==> src/rtl/udp_ip_hdr_fill.sv <==
// Finalises IPv4/UDP headers: writes the total length, the UDP length and a zero UDP checksum.
// It can then read back the 20-byte IPv4 header and write the IPv4 header checksum.
module udp_ip_hdr_fill #(
  parameter int ADDR_WIDTH    = 11,
  parameter int LEN_ADJ       = 2,
  parameter int HDR_IDX_WIDTH = 6,
  parameter int IP_HDR_BASE   = 0,
  parameter int UDP_HDR_BASE  = 20,
  parameter bit CSUM_EN       = 1'b1
) (
  input  logic                     i_clk,
  input  logic                     i_rst,
  input  logic                     i_trig,
  input  logic [ADDR_WIDTH-1:0]    i_data_st,
  input  logic [ADDR_WIDTH-1:0]    i_next_data_st,
  output logic [HDR_IDX_WIDTH-1:0] o_hdr_idx,
  output logic [7:0]               o_hdr_byte,
  output logic                     o_wr_hdr_en,
  output logic                     o_rd_hdr_en,
  input  logic [7:0]               i_hdr_rd_byte,
  output logic                     o_busy,
  output logic                     o_ready
);

  localparam logic [2:0] S_IDLE    = 3'd0;
  localparam logic [2:0] S_LEN     = 3'd1;
  localparam logic [2:0] S_WR_LEN  = 3'd2;
  localparam logic [2:0] S_CSUM_RD = 3'd3;
  localparam logic [2:0] S_FOLD    = 3'd4;
  localparam logic [2:0] S_CSUM_WR = 3'd5;
  localparam logic [2:0] S_DONE    = 3'd6;

  logic [2:0]               r_state;
  logic [4:0]               r_cnt;
  logic                     r_trig_d;
  logic [15:0]              r_ip_len;
  logic [15:0]              r_udp_len;
  logic [19:0]              r_sum;
  logic [7:0]               r_csum_lo;

  logic [ADDR_WIDTH-1:0]    w_diff;
  logic [15:0]              w_pay;
  logic [15:0]              w_ip_len;
  logic [15:0]              w_udp_len;
  logic [15:0]              w_ip_cur;
  logic [15:0]              w_udp_cur;
  logic [2:0]               w_wr_sel;
  logic [HDR_IDX_WIDTH-1:0] w_len_idx;
  logic [7:0]               w_len_byte;
  logic [4:0]               w_off;
  logic [19:0]              w_term;
  logic [15:0]              w_fold2;
  logic [15:0]              w_csum;

  assign w_diff    = i_next_data_st - i_data_st;
  assign w_pay     = 16'(w_diff) + 16'(LEN_ADJ);
  assign w_ip_len  = w_pay + 16'd28;
  assign w_udp_len = w_pay + 16'd8;

  // Length write 0 is issued from LEN, so it takes the lengths straight from the pointers.
  always_comb begin
    w_ip_cur   = (r_state == S_LEN) ? w_ip_len  : r_ip_len;
    w_udp_cur  = (r_state == S_LEN) ? w_udp_len : r_udp_len;
    w_wr_sel   = (r_state == S_LEN) ? 3'd0 : r_cnt[2:0] + 3'd1;
    w_len_idx  = HDR_IDX_WIDTH'(IP_HDR_BASE + 2);
    w_len_byte = w_ip_cur[15:8];
    case (w_wr_sel)
      3'd1: begin w_len_idx = HDR_IDX_WIDTH'(IP_HDR_BASE + 3);  w_len_byte = w_ip_cur[7:0];   end
      3'd2: begin w_len_idx = HDR_IDX_WIDTH'(UDP_HDR_BASE + 4); w_len_byte = w_udp_cur[15:8]; end
      3'd3: begin w_len_idx = HDR_IDX_WIDTH'(UDP_HDR_BASE + 5); w_len_byte = w_udp_cur[7:0];  end
      3'd4: begin w_len_idx = HDR_IDX_WIDTH'(UDP_HDR_BASE + 6); w_len_byte = 8'h00;           end
      3'd5: begin w_len_idx = HDR_IDX_WIDTH'(UDP_HDR_BASE + 7); w_len_byte = 8'h00;           end
      default: ;
    endcase
  end

  // Returned byte lags its read by one cycle; the checksum field itself counts as zero.
  always_comb begin
    w_off = r_cnt - 5'd1;
    if (w_off == 5'd10 || w_off == 5'd11) w_term = 20'd0;
    else if (!w_off[0])                   w_term = {4'b0, i_hdr_rd_byte, 8'h00};
    else                                  w_term = {12'b0, i_hdr_rd_byte};
  end

  assign w_fold2 = r_sum[15:0] + {15'b0, r_sum[16]};
  assign w_csum  = ~w_fold2;

  always_ff @(posedge i_clk) begin
    if (i_rst) begin
      r_state     <= S_IDLE;
      r_cnt       <= 5'd0;
      r_trig_d    <= 1'b0;
      r_ip_len    <= 16'd0;
      r_udp_len   <= 16'd0;
      r_sum       <= 20'd0;
      r_csum_lo   <= 8'd0;
      o_hdr_idx   <= '0;
      o_hdr_byte  <= 8'd0;
      o_wr_hdr_en <= 1'b0;
      o_rd_hdr_en <= 1'b0;
      o_busy      <= 1'b0;
      o_ready     <= 1'b0;
    end else begin
      r_trig_d    <= i_trig;
      o_wr_hdr_en <= 1'b0;
      o_rd_hdr_en <= 1'b0;
      o_ready     <= 1'b0;
      case (r_state)
        S_IDLE: begin
          if (i_trig && !r_trig_d) begin
            r_state <= S_LEN;
            o_busy  <= 1'b1;
          end
        end
        S_LEN: begin
          r_ip_len    <= w_ip_len;
          r_udp_len   <= w_udp_len;
          r_sum       <= 20'd0;
          r_cnt       <= 5'd0;
          o_wr_hdr_en <= 1'b1;
          o_hdr_idx   <= w_len_idx;
          o_hdr_byte  <= w_len_byte;
          r_state     <= S_WR_LEN;
        end
        S_WR_LEN: begin
          if (r_cnt == 5'd5) begin
            r_cnt <= 5'd0;
            if (CSUM_EN) begin
              o_rd_hdr_en <= 1'b1;
              o_hdr_idx   <= HDR_IDX_WIDTH'(IP_HDR_BASE);
              r_state     <= S_CSUM_RD;
            end else begin
              o_ready <= 1'b1;
              r_state <= S_DONE;
            end
          end else begin
            o_wr_hdr_en <= 1'b1;
            o_hdr_idx   <= w_len_idx;
            o_hdr_byte  <= w_len_byte;
            r_cnt       <= r_cnt + 5'd1;
          end
        end
        S_CSUM_RD: begin
          if (r_cnt != 5'd0) r_sum <= r_sum + w_term;
          if (r_cnt < 5'd19) begin
            o_rd_hdr_en <= 1'b1;
            o_hdr_idx   <= HDR_IDX_WIDTH'(IP_HDR_BASE + int'(r_cnt) + 1);
          end
          if (r_cnt == 5'd20) begin
            r_cnt   <= 5'd0;
            r_state <= S_FOLD;
          end else begin
            r_cnt <= r_cnt + 5'd1;
          end
        end
        S_FOLD: begin
          if (r_cnt == 5'd0) begin
            r_sum <= {4'b0, r_sum[15:0]} + {16'b0, r_sum[19:16]};
            r_cnt <= 5'd1;
          end else begin
            o_wr_hdr_en <= 1'b1;
            o_hdr_idx   <= HDR_IDX_WIDTH'(IP_HDR_BASE + 10);
            o_hdr_byte  <= w_csum[15:8];
            r_csum_lo   <= w_csum[7:0];
            r_cnt       <= 5'd0;
            r_state     <= S_CSUM_WR;
          end
        end
        S_CSUM_WR: begin
          if (r_cnt == 5'd0) begin
            o_wr_hdr_en <= 1'b1;
            o_hdr_idx   <= HDR_IDX_WIDTH'(IP_HDR_BASE + 11);
            o_hdr_byte  <= r_csum_lo;
            r_cnt       <= 5'd1;
          end else begin
            o_ready <= 1'b1;
            r_cnt   <= 5'd0;
            r_state <= S_DONE;
          end
        end
        S_DONE: begin
          o_busy  <= 1'b0;
          r_state <= S_IDLE;
        end
        default: begin
          o_busy  <= 1'b0;
          r_state <= S_IDLE;
        end
      endcase
    end
  end

endmodule

==> config.mk <==
export PLATFORM = sky130hd
export DESIGN_NAME = udp_ip_hdr_fill
export DESIGN_NICKNAME = d
export VERILOG_FILES = /design/src/rtl/udp_ip_hdr_fill.sv
export SDC_FILE = /design/constraint.sdc
export NUM_CORES = 1
export LEC_CHECK = 0
export ABC_AREA = 1
export CAP_MARGIN = 20
export CORE_MARGIN = 2
export CORE_UTILIZATION = 45
export DETAILED_ROUTE_END_ITERATION = 8
export PLACE_DENSITY = 0.67
export SYNTH_ARGS = -nofsm -noshare
export SYNTH_HDL_FRONTEND = slang
export SYNTH_SLANG_ARGS = --single-unit
==> constraint.sdc <==
create_clock -name i_clk -period 3.1 [get_ports i_clk]
set_input_delay 0.31 -clock i_clk [delete_from_list [all_inputs] [get_ports i_clk]]
set_output_delay 0.31 -clock i_clk [all_outputs]
set_load 0.005 [all_outputs]
# Yosys cells after proc, flatten, opt, wreduce, memory -nomap -nowiden

Cells that the tools add are included.

Register bits: 87
Latch bits: 0
Bits in writable memories: 0
Memory bits (read-only): 0
Bits of input ports: 33
Output and inout port bits: 18
Logic and storage cells: 111
Memories: 0

Add/sub/neg operators: 11
Multipliers: 0
Div/mod/pow operators: 0
$lt $le $gt $ge: 1
Eq/ne operators: 24
Shifts and indexed selects: 0
Mux-type cells: 38
Bitwise logic cells: 4
Reduce and logical (&&, ||, !) cells: 20

Operators with widths:

| cell                                                                   | count |
|---|---|
| 16-bit 2-to-1 mux                                                      | 4 |
| 8-bit case mux with 4 select lines                                     | 2 |
| 20-bit case mux with 3 select lines                                    | 1 |
| 20-bit 2-to-1 mux                                                      | 2 |
| 6-bit case mux with 5 select lines                                     | 1 |
| 5-bit case mux with 5 select lines                                     | 1 |
| 6-bit 2-to-1 mux                                                       | 4 |
| 8-bit 2-to-1 mux                                                       | 3 |
| 20-bit adder                                                           | 1 |
| 2-bit inequality test (second input constant)                          | 10 |
| 5-bit case mux with 4 select lines                                     | 1 |
| 3-bit 2-to-1 mux                                                       | 6 |
| 3-bit case mux with 6 select lines                                     | 1 |
| 16-bit by 4-bit adder with 17-bit output                               | 1 |
| 16-bit by 1-bit adder with 16-bit output                               | 1 |
| 16-bit NOT                                                             | 1 |
| 12-bit by 4-bit adder with 13-bit output (second input constant)       | 1 |
| 12-bit by 5-bit adder with 13-bit output (second input constant)       | 1 |
| 11-bit by 2-bit adder with 12-bit output (second input constant)       | 1 |
| 3-bit by 2-bit equality test with 1-bit output (second input constant) | 4 |
| 3-bit equality test (second input constant)                            | 4 |
| 11-bit subtractor                                                      | 1 |
| 5-bit by 4-bit equality test with 1-bit output (second input constant) | 2 |
| 5-bit 2-to-1 mux                                                       | 2 |
| 26 further kinds                                                       | 42 |

# Longest topological paths before layout

Gate-level depths: netlist (run 1).

Depth in word-level cells: 7
Mapped depth: 24
Depth with buffers taken out: 24

# Worst setup path before layout (run 1)

No wires, ideal clock.

Kind: register to register
Start point: register r_cnt[0]
End point: register r_sum[19]
Arrival: 3.239 ns
Required time: 2.985 ns
Slack: -0.254 ns
Cell stages (with the launch flop): 24
Path buffers: 0
Clock period less this slack: 3.354 ns
Path through: dfxtp_1 -> clkinv_1 -> ha_1 -> inv_1 -> nand3_1 -> o22ai_1 -> o211ai_1 -> nand2_1 -> nor2_1 -> ha_1 -> a21oi_1 -> nand2_1 -> nand2_1 -> nand2_1 -> a21oi_1 -> o21ai_1 -> inv_1 -> nor2_1 -> nor2_1 -> o21ai_1 -> a21oi_1 -> o21ai_1 -> a21oi_1 -> nor2_1

Word-level cells in the longest chain between the ends: 7
Elaborated cells between the ends (all ways): 14
Those cells by class: add/sub: 2; eq/ne: 4; mux: 4; reduce/logical: 4

RTL lines:

| what                                           | line | source |
|---|---|---|
| start, declared                                | 34   | `logic [4:0] r_cnt;` |
| start signal, assigned                         | 140  | `r_cnt <= r_cnt + 5'd1;` |
| start signal, assigned                         | 153  | `r_cnt <= r_cnt + 5'd1;` |
| 5-bit by 1-bit subtractor with 5-bit output    | 79   | `w_off = r_cnt - 5'd1;` |
| 5-bit by 4-bit equality test with 1-bit output | 80   | `if (w_off == 5'd10 \|\| w_off == 5'd11) w_term = 20'd0;` |
| 1-bit logical OR                               | 80   |  |
| 16-bit 2-to-1 mux                              | 80   |  |
| 20-bit adder                                   | 144  | `if (r_cnt != 5'd0) r_sum <= r_sum + w_term;` |
| 20-bit 2-to-1 mux                              | 144  |  |
| 20-bit case mux with 3 select lines            | 108  | `case (r_state)` |
| end signal, assigned                           | 144  |  |
| end signal, assigned                           | 158  | `r_sum <= {4'b0, r_sum[15:0]} + {16'b0, r_sum[19:16]};` |
| end, declared                                  | 38   | `logic [19:0] r_sum;` |

Several ways; a longest one is shown, not always the timed one. The select of a mux whose other input is x is not followed.
A chain may end at the register's enable or synchronous reset.

# Worst setup path in the final report (run 1)

Start point: register r_cnt[0]
End point: register r_sum[17]

The elaborated chain is that of the path after synthesis.

==> results.toml, run 1 <==
[status]
status = "finished, violations left"
violations = "negative setup slack"

[power_and_ir_drop]
power_leakage_uw = 0.00391
ir_drop_uv = 464
p_per_area_mw_per_mm2 = 746

[yosys]
synth_cells = 1040
yosys_warnings = 0
yosys-top-cells-count = "nand2_1 (207), inv_1 (155), nor2_1 (119), dfxtp_1 (87), o21ai_0 (79)"
synthTopCellsByArea = "dfxtp_1 (27%), nand2_1 (12%), inv_1 (8.9%), ha_1 (8.0%), nor2_1 (6.8%)"
yosys.area.top_type = "dfxtp_1"
synthFlopType = "dfxtp_1"
syn_avg_cell_area_um2 = 6.30
synth.most_common_cell = "nand2_1"
syn_nets = 1118
synth.distinct_cells = 46
synth_seq_cells = 87
yosysTopAreaCellShare_pct = 26.6
syn_area_mm2 = 0.00656
synth_seq_area_share_pct = 26.6
synth-edff-count = 0
async_flop_share_pct = 0

[die]
core_region_area_mm2 = 0.0144
die-area_mm2 = 0.0156
die_y_um = 125
die_w_um = 125
start_util_pct = 45.6
ios = 51
rows = 44

[cts]
htree_levels = 3
clkTransAtPathRegs_ns = 0.07
root_buffer = "clkbuf_16"
clock_latency_ns = 0.34
hold_buffers = 0
cts_tree = "yes"
cts_inserted_buffers = 9
cts_buffer_depth = 2
clkSinkCount = 87

[worst_setup_path]
crit_arrival_ns = 3.46
required_ns = 3.33
slowest_stage = "dfxtp_4"
crit_path_start_kind = "register"
max_stage_delay_ns = 0.36
cpMostUsedCell = "nand2_2"
crit_type = "reg -> reg"
cp.depth = 22
cp_num_buf_inv = 2
rr_worst_depth = 22
reg2reg_from = "r_cnt[0]"
cp_top_family = "compound AO/OA/AOI/OAI gates"
worst-path-max-fanout = 4
cp-end-kind = "register"
cp-startpoint = "r_cnt[0]"
path_cells = "buf_4 > ha_4 > nand3_2 > o22ai_2 > o211ai_1 > nand2_2 > nor2_4 > ha_4 > a21oi_2 > nand2_2 > nand2_2 > nand2_2 > a21oi_2 > o21ai_2 > inv_2 > nor2_4 > nor2_4 > o21ai_4 > a21oi_2 > o21ai_2 > a21oi_1 > nor2_1"

[placed_design]
io_buffers = 50
place_area_mm2 = 0.00779
gp_congestion = 0.951
dp_slack_ns = -0.322
place_hpwl_um = 14100

[timing]
fin_crit_sh_pct = 104
fin_crit_ns = 3.23
layout_setup_ws_ns = -0.130
fmax_mhz = 310
finClkSkew_ns = 0.00721
grt_setup_unrepaired = "true"
holdWs_ns = 0.439
worst_pin_slew_ns = 1.11
final-hold-violation-count = 0
relSlewSlack_pct = 26.2
tns_ns = -0.369
drv_slew = 0
setup_violations = 5

[detailed_routing]
via_per_inst = 5.37
drc = 0
wl_met3_um = 1020
firstDrtPassIters = 6
routed.top_layer = "met4"
dr_total_vias = 7299
drt-initial-drc-count = 614
drt_wl_total_um = 20000
drtAntennaViolNets = 0
wl_per_cell_um = 14.7
wl_met2_um = 9450
drt-met1-wl_um = 9160

[grt]
grt_usage_pct = 24.0
grt_max_degree = 53
grt_pass1_vias = 6517
grt-ovfl-total = 0
antenna_found_initial = 0
grt_pass1_wl_um = 31200

[cells_and_area]
fin_nets = 1250
fillCellCount = 1277
stdcell_area_mm2 = 0.00899
drive_gt1_share_pct = 24.5
diodes = 0
syn_to_final_growth_pct = 37.2
multi_input_area_mm2 = 0.00479
regArea_mm2 = 0.00175

[flow_run]
cap_violations = 0

[worst_hold_path]
hold_depth = 2
min_from = "o_hdr_idx[5]"
hold_class = "reg -> reg"
-- where the power goes --
part           switching, uW  total (uW)  internal, uW  leakage, uW
combinational           2270        3840          1580      0.00304
sequential               272        1680          1400     0.000710
clock                    464        1190           725     0.000155
-- worst register-to-register path, cell delays in order, from the launching register on --
cell	delay, ns
dfxtp_4	0.36
buf_4	0.14
ha_4	0.16
nand3_2	0.07
o22ai_2	0.07
o211ai_1	0.20
nand2_2	0.25
nor2_4	0.16
ha_4	0.22
a21oi_2	0.14
nand2_2	0.07
nand2_2	0.07
nand2_2	0.05
a21oi_2	0.17
o21ai_2	0.09
inv_2	0.07
nor2_4	0.04
nor2_4	0.17
o21ai_4	0.09
a21oi_2	0.21
o21ai_2	0.11
a21oi_1	0.16
nor2_1	0.06
-- cell type report --
type                       instances  share of cell area, %
inverter                         164                   7.01
clock inverter                     5                  0.904
clock buffer                      10                   2.66
sequential                        87                   19.4
tap                              184                   2.56
timing repair buffer             150                   14.2
multi-input combinational        760                   53.3
-- registers in the layout (all words and copies together) (netlist names) --
signal and count:
o_busy 1, o_hdr_byte 8, o_hdr_idx 6, o_rd_hdr_en 1
o_ready 1, o_wr_hdr_en 1, r_cnt 5, r_csum_lo 8
r_ip_len 16, r_state 3, r_sum 20, r_trig_d 1
r_udp_len 16
-- layout by cell type, fill, tap and decap left out, types with 17 or more instances in the layout --
| cell type | n |
|---|---|
| a21oi_1 | 67 |
| buf_4 | 92 |
| clkdlybuf4s50_1 | 49 |
| dfxtp_1 | 85 |
| ha_1 | 29 |
| inv_1 | 145 |
| nand2_1 | 177 |
| nand2_2 | 33 |
| nand3_1 | 51 |
| nand3_2 | 23 |
| nand4_1 | 19 |
| nor2_1 | 105 |
| nor3_1 | 17 |
| o21ai_0 | 69 |
-- per-stage QoR --
| step | power (uW) | std cells | util [%] |
|---|---|---|---|
| 2_1_floorplan | 3660 | 1040 | - |
| 3_5_place_dp | 4870 | 1325 | 54.2 |
| 6_report | 6710 | 1360 | 62.6 |
| 5_1_grt | 7180 | 1360 | 62.6 |
| 3_3_place_gp | 4850 | 1325 | 54.2 |
| 4_1_cts | 6160 | 1347 | 57.3 |
-- logic make-up (layout without fill, tap and decap cells) --
group	Yosys count	count (layout)	share of synthesized area, %
fa+ha+maj	45	45	8.93
flops	87	87	26.6
simple gates	483	483	32.6
buf+inv	193	329	11.1
mux	2	2	0.305
xor+xnor	12	12	1.60
compound gates	218	218	18.9
-- final timing paths --
check	slack, ns	end
setup / recovery	-0.13	r_sum[17]
hold / removal	0.44	o_hdr_idx[5]
setup reg to reg	-0.13	r_sum[17]
hold reg to reg	0.44	o_hdr_idx[5]
-- repair_timing --
item | CTS | global route
setup endpoints to repair | 10 | 28
gates resized for setup | 21 | 163
pin swaps | 18 | 78
setup buffers | 7 | 13
-- metal layers --
layer  track usage (%)  up-vias
met5                 0        -
met4              7.53        0
met3              3.91       32
met2              39.0      231
met1              32.7     3313
li1                  -     3723
No activity file was read; power rests on OpenSTA's default activity.
==> run 2: changes to the inputs <==
--- a/config.mk
+++ b/config.mk
@@ -8,9 +8,9 @@
 export ABC_AREA = 1
 export CAP_MARGIN = 20
 export CORE_MARGIN = 2
-export CORE_UTILIZATION = 45
+export CORE_UTILIZATION = 54
 export DETAILED_ROUTE_END_ITERATION = 8
-export PLACE_DENSITY = 0.67
+export PLACE_DENSITY = 0.78
 export SYNTH_ARGS = -nofsm -noshare
 export SYNTH_HDL_FRONTEND = slang
 export SYNTH_SLANG_ARGS = --single-unit
==> run 2 against run 1 <==
Net effect:
- critical path depth stayed put
- clock-buffer cell count is 1 higher
- largest cell class unchanged
- non-clock buffer count down 4
- the run still ends with negative setup slack left
- flip-flop and latch count is the same
- critical path type unchanged
- first-iteration DRC count is 35% higher
- sequential share of layout area increased by 0.57 points
- hold slack better by 0.0048 ns
- sequential power hardly changed
- global-route usage grew 5.7 points
- power is 2.7% lower
==> results.toml, run 2 (same netlist as run 1, synthesis figures left out) <==
[status]
status = "finished, violations left"
violations = "negative setup slack"

[die]
die_w_um = 114
ios = 51
core_region_area_mm2 = 0.0119
die-area_mm2 = 0.0130
rows = 40
die_y_um = 114
start_util_pct = 55.0

[power_and_ir_drop]
power_uw = 6530
power_leakage_uw = 0.00388
ir_drop_uv = 646
p_per_area_mw_per_mm2 = 747

[detailed_routing]
firstDrtPassIters = 5
dr_total_vias = 7448
wl_per_cell_um = 15.4
wl_met2_um = 9370
routed.top_layer = "met4"
wl_met3_um = 1590
via_per_inst = 5.64
drt-initial-drc-count = 830
drt_wl_total_um = 20300
drtAntennaViolNets = 0
drt-met1-wl_um = 8920
drc = 0

[timing]
drv_slew = 0
setup_violations = 7
finClkSkew_ns = 0.00618
fin_crit_ns = 3.22
worst_pin_slew_ns = 1.07
layout_setup_ws_ns = -0.117
relSlewSlack_pct = 28.3
fmax_mhz = 311
final-hold-violation-count = 0
fin_crit_sh_pct = 104
holdWs_ns = 0.443
grt_setup_unrepaired = "true"

[placed_design]
place_hpwl_um = 13900
gp_congestion = 0.993
io_buffers = 50

[cells_and_area]
final_common_cell = "nand2_1"
fin_nets = 1246
diodes = 0
largest_register_ffs = 20
regMostFlops = "r_sum"
reg_top3 = "r_sum: 20 flops, r_ip_len: 16 flops, r_udp_len: 16 flops"
drive_gt1_share_pct = 22.3
final_cell_mix = "nand2_1 (186), inv_1 (144), nor2_1 (107)"
syn_to_final_growth_pct = 33.3
final_core_util_pct = 73.4

[cts]
root_buffer = "clkbuf_16"
hold_buffers = 0
cts_buffer_depth = 2
cts_tree = "yes"
cts_inserted_buffers = 9
clock_latency_ns = 0.35
htree_levels = 3
clkTransAtPathRegs_ns = 0.06
clkSinkCount = 87

[worst_setup_path]
path_cells = "clkinv_4 > ha_4 > inv_4 > nand3_2 > o22ai_2 > o211ai_1 > nand2_2 > buf_6 > nor2_2 > ha_1 > nand2_1 > nand2_2 > a21oi_4 > o21ai_2 > inv_2 > nor2_4 > nor2_4 > o21ai_4 > buf_4 > or2_2 > nand3_1 > a21oi_1"
slowest_stage = "dfxtp_4"
cp-end-kind = "register"
cp_num_buf_inv = 5
crit_arrival_ns = 3.45
cp_top_family = "simple AND/OR/NAND/NOR gates"
max_stage_delay_ns = 0.39
worst-path-max-fanout = 5
crit_path_start_kind = "register"
crit_type = "reg -> reg"
required_ns = 3.34

[worst_hold_path]
hold_class = "reg -> reg"

[grt]
grt_pass1_wl_um = 31500
grt_pass1_vias = 6661
antenna_found_initial = 0
grt_usage_pct = 29.7
grt_max_degree = 53
grt-ovfl-total = 0

[flow_run]
cap_violations = 0
==> run 2: changes by cell type in the layout (fill, tap and decap cells not counted), sizes merged <==
cell | before | now
buf | 101 | 97
inv | 163 | 165
bufinv | 2 | 1
clkbuf | 10 | 11
clkdlybuf4s50 | 49 | 48
clkinvlp | 1 | 0
dlymetal6s2s | 0 | 1
==> run 2: worst reg2reg max path: cells and delay by family, from the launching register on <==
kind,cells,cell delay (ns)
AND/OR/NAND/NOR,9,1.01
adder cells (fa/ha/maj),2,0.50
flip-flops,1,0.39
buffers and inverters,5,0.51
AO/OA/AOI/OAI,6,0.68
==> run 2: cell type report <==
cell class                      instances  area, um^2
Multi-Input combinational cell        760        4620
Fill cell                             911        3170
Sequential cell                        87        1750
Timing Repair Buffer                  146        1260
Inverter                              164         626
Clock buffer                           11         243
Tap cell                              147         184
Clock inverter                          5        63.8
==> run 2: stage by stage <==
step,std cells,cell area [um^2],setup WS [ns],TNS (ns)
after floorplan,1040,6580,0.00159,0
after global placement,1288,7740,-0.240,-2.38
after detailed placement,1288,7740,-0.353,-4.36
after CTS,1310,8160,-0.111,-0.399
after global routing,1320,8740,-0.250,-2.36
final,1320,8740,-0.117,-0.512
==> run 2: power by group <==
group | internal, uW | switching (uW)
combinational | 1500 | 2210
sequential | 1400 | 280
clock | 657 | 473
==> run 2: worst paths after layout <==
path                                     end  cells past startpoint  slack, ns         start
worst max-delay path               r_sum[13]                     22      -0.12      r_cnt[0]
worst min-delay path            r_ip_len[14]                      2       0.44  r_ip_len[14]
worst max register to register     r_sum[13]                     22      -0.12      r_cnt[0]
worst min register to register  r_ip_len[14]                      2       0.44  r_ip_len[14]
==> run 2: timing repair <==
action,CTS,global route
gates cloned,0,0
endpoints found under the setup margin,8,28
pin swaps,17,68
resized for setup,21,129
setup buffers,6,10
==> run 2: per-layer routing <==
layer / vias to the layer above / global-route usage, %
met1: 3391 / 41.2
li1: 3702 / -
met5: - / 0
met2: 320 / 46.9
met4: 0 / 7.80
met3: 35 / 6.51
